===== src/rtl/uart_echo_fifo.sv =====
// ---------------------------------------------------------------------------
// uart_echo_fifo
//
// Parametrised UART transceiver that receives serial frames on RxD, buffers
// every correctly received word in a receive-to-transmit FIFO, and replays
// the buffered words on TxD whenever transmit is enabled. The last good word,
// pulse/sticky status flags and the FIFO occupancy are exposed to the
// surrounding logic.
//
// Parameters:
//   CLKS_PER_BIT  clk cycles per serial bit (minimum 4)
//   DATA_BITS     data bits per frame (5..9)
//   FIFO_DEPTH    FIFO entries (power of two, minimum 2)
//
// Ports:
//   clk         single clock, all state on the rising edge
//   reset_n     asynchronous active-low reset
//   RxD         serial input, idle high, asynchronous to clk
//   rx_enable   1 = receiver runs, 0 = receiver held idle (frame aborted)
//   tx_enable   1 = transmitter may start a new frame
//   TxD         serial output, idle high
//   data        last correctly received word
//   rx_valid    one-cycle pulse when data updates
//   tx_busy     high while a frame is on TxD
//   fifo_count  current FIFO occupancy
//   overrun     sticky: a good word was dropped because the FIFO was full
//   frame_err   one-cycle pulse: stop bit sampled low
//   parity_err  one-cycle pulse: parity mismatch
//
// Build option:
//   UART_PARITY_EN  when defined, one even-parity bit follows the data bits
//                   in both directions and parity_err is driven; when not
//                   defined, frames are start+data+stop and parity_err is 0.
// ---------------------------------------------------------------------------
module uart_echo_fifo #(
  parameter int CLKS_PER_BIT = 868,
  parameter int DATA_BITS    = 8,
  parameter int FIFO_DEPTH   = 16
) (
  input  logic                          clk,
  input  logic                          reset_n,
  input  logic                          RxD,
  input  logic                          rx_enable,
  input  logic                          tx_enable,
  output logic                          TxD,
  output logic [DATA_BITS-1:0]          data,
  output logic                          rx_valid,
  output logic                          tx_busy,
  output logic [$clog2(FIFO_DEPTH):0]   fifo_count,
  output logic                          overrun,
  output logic                          frame_err,
  output logic                          parity_err
);

  localparam int ADDR_W  = $clog2(FIFO_DEPTH);
  localparam int COUNT_W = ADDR_W + 1;
  localparam int CNT_W   = $clog2(CLKS_PER_BIT);
  localparam int BIT_W   = $clog2(DATA_BITS);

  localparam logic [CNT_W-1:0]   BIT_END    = CNT_W'(CLKS_PER_BIT - 1);
  localparam logic [CNT_W-1:0]   HALF_END   = CNT_W'(CLKS_PER_BIT / 2 - 1);
  localparam logic [BIT_W-1:0]   LAST_BIT   = BIT_W'(DATA_BITS - 1);
  localparam logic [COUNT_W-1:0] FULL_COUNT = COUNT_W'(FIFO_DEPTH);

  localparam logic [2:0] RX_IDLE   = 3'd0;
  localparam logic [2:0] RX_START  = 3'd1;
  localparam logic [2:0] RX_DATA   = 3'd2;
  localparam logic [2:0] RX_STOP   = 3'd4;
  localparam logic [2:0] TX_IDLE   = 3'd0;
  localparam logic [2:0] TX_START  = 3'd1;
  localparam logic [2:0] TX_DATA   = 3'd2;
  localparam logic [2:0] TX_STOP   = 3'd4;
`ifdef UART_PARITY_EN
  localparam logic [2:0] RX_PARITY = 3'd3;
  localparam logic [2:0] TX_PARITY = 3'd3;
`endif

  // Input synchroniser plus one extra stage used only for edge detection.
  logic rxSync1_q, rxSync2_q, rxPrev_q;
  logic rxFall;

  // Receiver state.
  logic [2:0]           rxState_q, rxState_d;
  logic [CNT_W-1:0]     rxCnt_q, rxCnt_d;
  logic [BIT_W-1:0]     rxBitIdx_q, rxBitIdx_d;
  logic [DATA_BITS-1:0] rxShift_q, rxShift_d;
  logic                 rxStopSample;
  logic                 frameErrNow;
  logic                 goodWord;
`ifdef UART_PARITY_EN
  logic                 rxParity_q, rxParity_d;
  logic                 parityErrNow;
  logic                 parityErr_q;
`endif

  // Status registers.
  logic [DATA_BITS-1:0] data_q;
  logic                 rxValid_q;
  logic                 frameErr_q;
  logic                 overrun_q;

  // FIFO.
  logic [DATA_BITS-1:0] mem_q [FIFO_DEPTH];
  logic [ADDR_W-1:0]    wrPtr_q, rdPtr_q;
  logic [COUNT_W-1:0]   count_q, count_d;
  logic [DATA_BITS-1:0] fifoHead;
  logic                 push, pop;

  // Transmitter state.
  logic [2:0]           txState_q, txState_d;
  logic [CNT_W-1:0]     txCnt_q, txCnt_d;
  logic [BIT_W-1:0]     txBitIdx_q, txBitIdx_d;
  logic [DATA_BITS-1:0] txShift_q, txShift_d;
  logic                 txBit;
  logic                 txd_q;
  logic                 txBusy_q;
`ifdef UART_PARITY_EN
  logic                 txParity_q, txParity_d;
`endif

  // RxD is asynchronous, so it is brought into the clock domain through two
  // flops. All stages reset to the idle line level so that leaving reset
  // never looks like a start-bit edge.
  always_ff @(posedge clk or negedge reset_n) begin
    if (!reset_n) begin
      rxSync1_q <= 1'b1;
      rxSync2_q <= 1'b1;
      rxPrev_q  <= 1'b1;
    end else begin
      rxSync1_q <= RxD;
      rxSync2_q <= rxSync1_q;
      rxPrev_q  <= rxSync2_q;
    end
  end

  // Only a high-to-low transition starts a frame; a line that stays low
  // after a bad stop bit must not be mistaken for a new start bit.
  assign rxFall = rxPrev_q & ~rxSync2_q;

  // Receiver next-state logic. The start bit is checked half a bit in, so
  // every later sample lands near the middle of its bit.
  always_comb begin
    rxState_d    = rxState_q;
    rxCnt_d      = rxCnt_q;
    rxBitIdx_d   = rxBitIdx_q;
    rxShift_d    = rxShift_q;
`ifdef UART_PARITY_EN
    rxParity_d   = rxParity_q;
`endif
    rxStopSample = 1'b0;
    if (!rx_enable) begin
      rxState_d  = RX_IDLE;
      rxCnt_d    = '0;
      rxBitIdx_d = '0;
    end else begin
      case (rxState_q)
        RX_IDLE: begin
          if (rxFall) begin
            rxState_d = RX_START;
            rxCnt_d   = '0;
          end
        end
        RX_START: begin
          if (rxCnt_q == HALF_END) begin
            rxCnt_d    = '0;
            rxBitIdx_d = '0;
            rxState_d  = rxSync2_q ? RX_IDLE : RX_DATA;
          end else begin
            rxCnt_d = rxCnt_q + 1'b1;
          end
        end
        RX_DATA: begin
          if (rxCnt_q == BIT_END) begin
            rxCnt_d   = '0;
            rxShift_d = {rxSync2_q, rxShift_q[DATA_BITS-1:1]};
            if (rxBitIdx_q == LAST_BIT) begin
`ifdef UART_PARITY_EN
              rxState_d = RX_PARITY;
`else
              rxState_d = RX_STOP;
`endif
            end else begin
              rxBitIdx_d = rxBitIdx_q + 1'b1;
            end
          end else begin
            rxCnt_d = rxCnt_q + 1'b1;
          end
        end
`ifdef UART_PARITY_EN
        RX_PARITY: begin
          if (rxCnt_q == BIT_END) begin
            rxCnt_d    = '0;
            rxParity_d = rxSync2_q;
            rxState_d  = RX_STOP;
          end else begin
            rxCnt_d = rxCnt_q + 1'b1;
          end
        end
`endif
        RX_STOP: begin
          if (rxCnt_q == BIT_END) begin
            rxCnt_d      = '0;
            rxStopSample = 1'b1;
            rxState_d    = RX_IDLE;
          end else begin
            rxCnt_d = rxCnt_q + 1'b1;
          end
        end
        default: begin
          rxState_d = RX_IDLE;
          rxCnt_d   = '0;
        end
      endcase
    end
  end

  always_ff @(posedge clk or negedge reset_n) begin
    if (!reset_n) begin
      rxState_q  <= RX_IDLE;
      rxCnt_q    <= '0;
      rxBitIdx_q <= '0;
      rxShift_q  <= '0;
`ifdef UART_PARITY_EN
      rxParity_q <= 1'b0;
`endif
    end else begin
      rxState_q  <= rxState_d;
      rxCnt_q    <= rxCnt_d;
      rxBitIdx_q <= rxBitIdx_d;
      rxShift_q  <= rxShift_d;
`ifdef UART_PARITY_EN
      rxParity_q <= rxParity_d;
`endif
    end
  end

  // Frame classification at the stop-bit sample. Either error discards the
  // word; both errors may pulse together.
  assign frameErrNow = rxStopSample & ~rxSync2_q;
`ifdef UART_PARITY_EN
  assign parityErrNow = rxStopSample & (rxParity_q ^ (^rxShift_q));
  assign goodWord     = rxStopSample & rxSync2_q & ~parityErrNow;
`else
  assign goodWord     = rxStopSample & rxSync2_q;
`endif

  // A pop only happens when the FIFO was non-empty at the previous edge, so
  // a push into an empty FIFO is never popped in the same cycle. A pop frees
  // a slot in the same cycle, so a push at full still succeeds alongside it.
  assign pop      = (txState_q == TX_IDLE) && tx_enable && (count_q != '0);
  assign push     = goodWord && ((count_q != FULL_COUNT) || pop);
  assign fifoHead = mem_q[rdPtr_q];

  always_comb begin
    count_d = count_q;
    case ({push, pop})
      2'b10:   count_d = count_q + 1'b1;
      2'b01:   count_d = count_q - 1'b1;
      default: count_d = count_q;
    endcase
  end

  // Storage carries no reset; only the pointers and count define contents.
  always_ff @(posedge clk) begin
    if (push) begin
      mem_q[wrPtr_q] <= rxShift_q;
    end
  end

  // Pointers wrap naturally because the depth is a power of two.
  always_ff @(posedge clk or negedge reset_n) begin
    if (!reset_n) begin
      wrPtr_q <= '0;
      rdPtr_q <= '0;
      count_q <= '0;
    end else begin
      if (push) begin
        wrPtr_q <= wrPtr_q + 1'b1;
      end
      if (pop) begin
        rdPtr_q <= rdPtr_q + 1'b1;
      end
      count_q <= count_d;
    end
  end

  // Status outputs. Overrun is sticky while the receiver runs and is cleared
  // by holding the receiver disabled.
  always_ff @(posedge clk or negedge reset_n) begin
    if (!reset_n) begin
      data_q      <= '0;
      rxValid_q   <= 1'b0;
      frameErr_q  <= 1'b0;
      overrun_q   <= 1'b0;
`ifdef UART_PARITY_EN
      parityErr_q <= 1'b0;
`endif
    end else begin
      rxValid_q   <= goodWord;
      frameErr_q  <= frameErrNow;
`ifdef UART_PARITY_EN
      parityErr_q <= parityErrNow;
`endif
      if (goodWord) begin
        data_q <= rxShift_q;
      end
      if (!rx_enable) begin
        overrun_q <= 1'b0;
      end else if (goodWord && !push) begin
        overrun_q <= 1'b1;
      end
    end
  end

  // Transmitter next-state logic. A new frame is only started from IDLE, so
  // dropping tx_enable lets the current frame finish.
  always_comb begin
    txState_d  = txState_q;
    txCnt_d    = txCnt_q;
    txBitIdx_d = txBitIdx_q;
    txShift_d  = txShift_q;
`ifdef UART_PARITY_EN
    txParity_d = txParity_q;
`endif
    case (txState_q)
      TX_IDLE: begin
        if (pop) begin
          txState_d  = TX_START;
          txCnt_d    = '0;
          txBitIdx_d = '0;
          txShift_d  = fifoHead;
`ifdef UART_PARITY_EN
          txParity_d = ^fifoHead;
`endif
        end
      end
      TX_START: begin
        if (txCnt_q == BIT_END) begin
          txCnt_d   = '0;
          txState_d = TX_DATA;
        end else begin
          txCnt_d = txCnt_q + 1'b1;
        end
      end
      TX_DATA: begin
        if (txCnt_q == BIT_END) begin
          txCnt_d   = '0;
          txShift_d = txShift_q >> 1;
          if (txBitIdx_q == LAST_BIT) begin
`ifdef UART_PARITY_EN
            txState_d = TX_PARITY;
`else
            txState_d = TX_STOP;
`endif
          end else begin
            txBitIdx_d = txBitIdx_q + 1'b1;
          end
        end else begin
          txCnt_d = txCnt_q + 1'b1;
        end
      end
`ifdef UART_PARITY_EN
      TX_PARITY: begin
        if (txCnt_q == BIT_END) begin
          txCnt_d   = '0;
          txState_d = TX_STOP;
        end else begin
          txCnt_d = txCnt_q + 1'b1;
        end
      end
`endif
      TX_STOP: begin
        if (txCnt_q == BIT_END) begin
          txCnt_d   = '0;
          txState_d = TX_IDLE;
        end else begin
          txCnt_d = txCnt_q + 1'b1;
        end
      end
      default: begin
        txState_d = TX_IDLE;
        txCnt_d   = '0;
      end
    endcase
  end

  // Line level implied by the current transmitter state.
  always_comb begin
    txBit = 1'b1;
    case (txState_q)
      TX_START:  txBit = 1'b0;
      TX_DATA:   txBit = txShift_q[0];
`ifdef UART_PARITY_EN
      TX_PARITY: txBit = txParity_q;
`endif
      default:   txBit = 1'b1;
    endcase
  end

  // TxD and tx_busy are registered one cycle behind the state, giving a
  // glitch-free output and the pop -> start-bit latency of one extra cycle.
  always_ff @(posedge clk or negedge reset_n) begin
    if (!reset_n) begin
      txState_q  <= TX_IDLE;
      txCnt_q    <= '0;
      txBitIdx_q <= '0;
      txShift_q  <= '0;
`ifdef UART_PARITY_EN
      txParity_q <= 1'b0;
`endif
      txd_q      <= 1'b1;
      txBusy_q   <= 1'b0;
    end else begin
      txState_q  <= txState_d;
      txCnt_q    <= txCnt_d;
      txBitIdx_q <= txBitIdx_d;
      txShift_q  <= txShift_d;
`ifdef UART_PARITY_EN
      txParity_q <= txParity_d;
`endif
      txd_q      <= txBit;
      txBusy_q   <= (txState_q != TX_IDLE);
    end
  end

  assign TxD        = txd_q;
  assign tx_busy    = txBusy_q;
  assign data       = data_q;
  assign rx_valid   = rxValid_q;
  assign fifo_count = count_q;
  assign overrun    = overrun_q;
  assign frame_err  = frameErr_q;
`ifdef UART_PARITY_EN
  assign parity_err = parityErr_q;
`else
  assign parity_err = 1'b0;
`endif

endmodule


===== config.mk =====
export PLATFORM = sky130hd
export DESIGN_NAME = uart_echo_fifo
export DESIGN_NICKNAME = d
export VERILOG_FILES = /design/src/rtl/uart_echo_fifo.sv
export SDC_FILE = /design/constraint.sdc
export NUM_CORES = 1
export LEC_CHECK = 0
export ABC_AREA = 1
export CORE_UTILIZATION = 45
export CTS_CLUSTER_DIAMETER = 150
export CTS_CLUSTER_SIZE = 10
export DETAILED_ROUTE_END_ITERATION = 7
export SYNTH_ARGS = -nofsm -noshare
export SYNTH_HDL_FRONTEND = slang
export SYNTH_SLANG_ARGS = --single-unit

===== constraint.sdc =====
create_clock -name clk -period 2.7 [get_ports clk]
set_input_delay 0.54 -clock clk [delete_from_list [all_inputs] [get_ports clk]]
set_output_delay 0.54 -clock clk [all_outputs]
set_load 0.01 [all_outputs]

### Word level (Yosys, flattened, before mapping)

Memory sizes are Yosys's and may differ from the RTL's.
Cells that the tools add are included.

* equality and inequality tests: 28
* muxes and demuxes: 43
* reductions and logical operators: 20
* bitwise operators: 4
* add/sub/neg operators: 8

Operators with widths (number)
* 10-bit two-way mux: 6
* 3-bit two-way mux: 18
* 10-bit one-hot mux with 3 select lines: 1
* 3-bit one-hot mux with 4 select lines: 2
* 10-bit by 1-bit adder with 10-bit output (second input constant): 2
* 10-bit equality test (second input constant): 2
* 10-bit one-hot mux with 2 select lines: 1
* 3-bit inequality test (second input constant): 6
* 8-bit two-way mux: 2
* 8-bit one-hot mux with 2 select lines: 1
* 3-bit equality test (second input constant): 4
* 2-bit inequality test (second input constant): 6
* 3-bit one-hot mux with 2 select lines: 2
* 10-bit by 9-bit equality test with 1-bit output (second input constant): 1
* 5-bit one-hot mux with 2 select lines: 1
* 5-bit AND reduction: 2
* 4-bit by 1-bit adder with 4-bit output (second input constant): 2
* 4-bit AND reduction: 2
* 1-bit two-way mux: 7
* 3-bit by 1-bit adder with 3-bit output (second input constant): 2
* 3-bit by 1-bit equality test with 1-bit output (second input constant): 2
* 3-bit by 2-bit equality test with 1-bit output (second input constant): 2
* 3-bit zero test: 2
* 3-bit AND reduction: 2
* 19 further kinds: 25

* register bits after elaboration: 77
* bits in writable memories: 128
* memories: 1

Memory list
* mem_q: words 16, width 8, rd ports 1, clocked after Yosys merged registers in 0, write ports 1, line 103 `logic [DATA_BITS-1:0] mem_q [FIFO_DEPTH];`

### Logic depth before layout (Yosys ltp)

* depth after elaboration: 10
* depth in mapped cells: 19
* depth with buffers taken out: 19

### Worst setup path after synthesis

No wires, ideal clock.

* path kind: register -> register
* from: register rxCnt_q[0]
* to: register count_q[4], in the netlist fifo_count[4]
* required time: 2.587 ns
* library setup time: 0.113 ns
* slack: 0.424 ns
* data arrival time: 2.163 ns
* cell stages (with the launch flop): 18
* buffers on the path: 0
* path through: dfrtp_1 ha_1 nand2_1 nor2_2 nand2_4 nor2_4 nand2_4 nand2_2 inv_1 ha_1 nand2_1 nor2_1 a211oi_1 nand2_1 nand2_1 nand3_1 nand2_1 inv_1

* word-level cells in the longest chain between the ends: 8
* elaborated cells on any way between the ends: 10
* those cells by class: eq/ne (3); mux (4); bitwise (1); reduce/logical (2)

RTL lines
* start, declared: line 84 `logic [CNT_W-1:0] rxCnt_q, rxCnt_d;`
* start signal, assigned: line 228 `rxCnt_q <= rxCnt_d;`
* 10-bit equality test *: line 201 `if (rxCnt_q == BIT_END) begin`
* 1-bit two-way mux *: line 201
* 1-bit two-way mux *: line 156 `case (rxState_q)`
* 1-bit two-way mux *: line 151 `if (!rx_enable) begin`
* 1-bit AND *: line 244 `assign goodWord = rxStopSample & rxSync2_q;`
* 1-bit logical AND *: line 251 `assign push = goodWord && ((count_q != FULL_COUNT) || pop);`
* 2-bit by 1-bit equality test with 1-bit output or 2-bit equality test (tied branches): line 256 `case ({push, pop})`
* 5-bit one-hot mux with 2 select lines or 2-bit nonzero test (tied branches)
* end signal, assigned: line 283 `count_q <= count_d;`
* end, declared: line 105 `logic [COUNT_W-1:0] count_q, count_d;`

Every way passes the cells marked *; elsewhere a longest branch is shown, timed or not.
A chain may end at the register's enable or synchronous reset.

### Final worst setup path

Ends and elaborated chain as after synthesis.

==> impl_metrics.yaml <==
critical_path:
  worstSetupEndpointType: "flop"
  max_stage_delay_ns: 0.41
  reg2reg_depth: 17
  start_kind: "flop"
  regToRegEndpoint: "fifo_count[4]"
  cp_max_fo: 5
  timing.critical_path.mode_cell: "nand2_1"
  timing.critical_path.max_delay_family: "simple AND/OR/NAND/NOR gates"
  timing.critical_path.depth: 17
  critical-path-slowest-cell: "dfrtp_1"
  worst_reg2reg_startpoint: "rxCnt_q[0]"
  path_buf_inv: 2
  critical_path_required_ns: 3.10
  timing.critical_path.arrival_ns: 2.85
  timing.critical_path.cells: "ha_1 > nand2_1 > nor2_2 > nand2_4 > nor2_4 > nand2_4 > nand2_2 > inv_1 > ha_1 > nand2_1 > nor2_1 > a211oi_1 > nand2_1 > nand2_1 > nand3_1 > nand2_1 > inv_1"
  setup_crit_path_kind: "flop to flop"
  setup.reg_to_reg.worst_slack_ns: 0.24
place:
  placed_cells: 1136
  gpl.final_weighted_congestion: 0.8192
  io_buffer_count: 22
  place.detailed.hpwl_um: 12460
  dpl_worst_slack_ns: 0.04793
yosys:
  mappedNetlistArea_um2: 8930
  yosys.area.top_type: "edfxtp_1"
  synth_async_sr_flop_share_pct: 37.56
  yosysSeqAreaShare_pct: 64.68
  postSynthCellCount: 849
  yosys_warnings: 0
  yosys-top-cells-area: "edfxtp_1, dfrtp_1, nand2_1"
  avgSynthCellArea_um2: 10.52
  yosysTopAreaCellShare_pct: 43.04
  synth.net_count: 870
  ffs_latches_synth: 205
  ys_dominant_reg_cell: "edfxtp_1"
  synth_cell_type_count: 42
  synth_enable_flop_cells: 128
global_routing:
  grt-ovfl-total: 0
  grt_pass1_vias: 5623
  grt_first_pass_wirelength_um: 31090
  grt_use_total_pct: 19.97
  antenna_found_initial: 0
  pin_count_of_the_biggest_net_entering_global_routing: 79
timing:
  max-slew-margin-rel_pct: 45.99
  final_hold_viol_count: 0
  worstMarginPinSlew_ns: 0.8102
  timing_max_transition_violations_final: 0
  layout_min_cycle_time_ns: 2.456
  max_clock_freq_ghz: 0.4072
  unrepaired_setup_endpoints_after_global_routing: "no"
  fin_skew_ns: 0.01790
  finalSetupViolCount: 0
  final.setup.worst_slack_ns: 0.2439
  timing.final.crit_share_pct: 90.97
  setup-tns-final_ns: 0
floorplan:
  die-area_um2: 20410
  die_wd_um: 142.9
  rows: 51
  initial_utilization_pct: 45.88
  io_pins: 24
  chipHeight_um: 142.9
  core_area_um2: 19460
cts:
  largest_buffer_count_on_any_clock_path: 3
  cts.repair_timing.setup_buffer_count: 0
  clock_sink_count: 205
  tritoncts: "built"
  clockRootBuffer: "clkbuf_16"
  cts_htree_levels: 1
  clock_latency_ns: 0.51
  ctsResizeCount: 0
  cts.reportedPaths.clkPinSlew_ns: 0.06
  cts.hold.buffers_added: 0
  cts_made_buffers: 24
cells_and_area:
  layout.cells.most_common: "nand2_1"
  area_of_combinational_cells_with_multiple_inputs_um2: 2736
  drive_above_1_share_pct: 10.08
  regArea_um2: 5777
  final-instance-count-excl-fill: 1178
  final_net_count: 918
  layout_common_cells: "nand2_1, edfxtp_1, nor2_1"
  syn_to_final_growth_pct: 15.02
  antenna_cells: 0
  filler_cell_count: 1704
detailed_routing:
  postRouteAntennaNets: 0
  dr.pass1.iters: 5
  drcViolationCount: 0
  number_of_vias_per_cell_after_detailed_routing: 5.131
  drt_first_iter_violations: 463
  num_vias: 6044
  drt-wirelength-per-cell_um: 16.49
  routed_wire_length_um: 19420
power_and_ir_drop:
  total_leakage_power_nw: 4.388
  power_density_nw_per_um2: 942.1
  vdd.ir_drop.worst_mv: 0.4987
hold_path:
  worstHoldPathType: "input port to asynchronous set/reset pin"
job:
  max_cap_violations: 0
run_status:
  outcome: "completed"
==> synth_stat cells, types with 4 or more instances <==
library cell and count:
nor3_1 10, buf_2 13, o22ai_1 4, nand2_2 6
o21ai_0 91, a21oi_1 20, o211ai_1 31, inv_2 10
nor2_1 127, edfxtp_1 128, xor2_1 12, nand4_1 8
clkbuf_1 14, nand2_1 134, dfrtp_1 73, dfstp_2 4
inv_1 62, nand3_1 51, o21ai_1 5, nor2_2 5
ha_1 15
==> final cells by class <==
cell class                      instances  area share (%)
Timing Repair Buffer                   52           4.434
Inverter                               74           2.704
Sequential cell                       205           56.24
Clock inverter                          1         0.07309
Multi-Input combinational cell        540           26.64
Clock buffer                           41           6.676
Tap cell                              265           3.228
==> stage by stage <==
stage | hold WS, ns | cell area, µm² | util, % | power (W)
global placement | 0.3517 | 9578 | 49.21 | 0.006834
global route | 0.1095 | 10270 | 52.77 | 0.01029
finish | 0.04070 | 10270 | 52.77 | 0.009677
CTS | 0.07595 | 10270 | 52.77 | 0.009765
detailed placement | 0.3498 | 9578 | 49.21 | 0.006862
floorplan | 0.2444 | 8930 | - | 0.005910
==> worst register-to-register path, delay by kind of cell (launching register included) <==
| kind | cells | cell delay, ns |
|---|---|---|
| AOI/OAI and AO/OA | 1 | 0.26 |
| adders and majority gates | 2 | 0.57 |
| buffers and inverters | 2 | 0.11 |
| DFF | 1 | 0.41 |
| and+or+nand+nor | 12 | 1.01 |
==> logic make-up after synthesis <==
kind of cell	share of synthesized area [%]
buffers and inverters	4.680
xor gates and xnor gates	1.275
AOI/OAI and AO/OA	9.738
DFF	64.68
adders and majority gates	2.326
and+or+nand+nor	17.26
other	0.04199
==> metal layers <==
| layer | global-route usage (%) | share of wire, % | routed length (µm) |
|---|---|---|---|
| met2 | 30.44 | 45 | 8684 |
| met5 | 0 | 0 | 0 |
| met1 | 29.85 | 48 | 9320 |
| met4 | 5.150 | 1.8 | 357 |
| met3 | 3.018 | 5.5 | 1059 |
==> power by group <==
part	total, W	internal [W]	switching, W
combinational	0.00307	0.00102	0.00204
sequential	0.00373	0.00354	0.000189
clock	0.00288	0.00171	0.00117
==> how the worst max path moves through the flow <==
stage | from | end | slack (ns)
6_report | rxCnt_q[0] | fifo_count[4] | 0.24
3_3_place_gp | rx_enable | fifo_count[4] | 0.11
5_1_grt | rxCnt_q[0] | fifo_count[4] | 0.02
4_1_cts | rxCnt_q[0] | fifo_count[4] | 0.25
3_5_place_dp | rx_enable | fifo_count[4] | 0.05
2_1_floorplan | rxCnt_q[0] | fifo_count[4] | 0.42
==> sequential cells by signal (all words and copies together) (netlist names), 4 cells and up <==
name / cells
mem_q: 128
wrPtr_q: 4
rxCnt_q: 10
rdPtr_q: 4
txCnt_q: 10
fifo_count: 5
txShift_q: 8
data: 8
rxShift_q: 8
No activity file was read; power rests on OpenSTA's default activity.
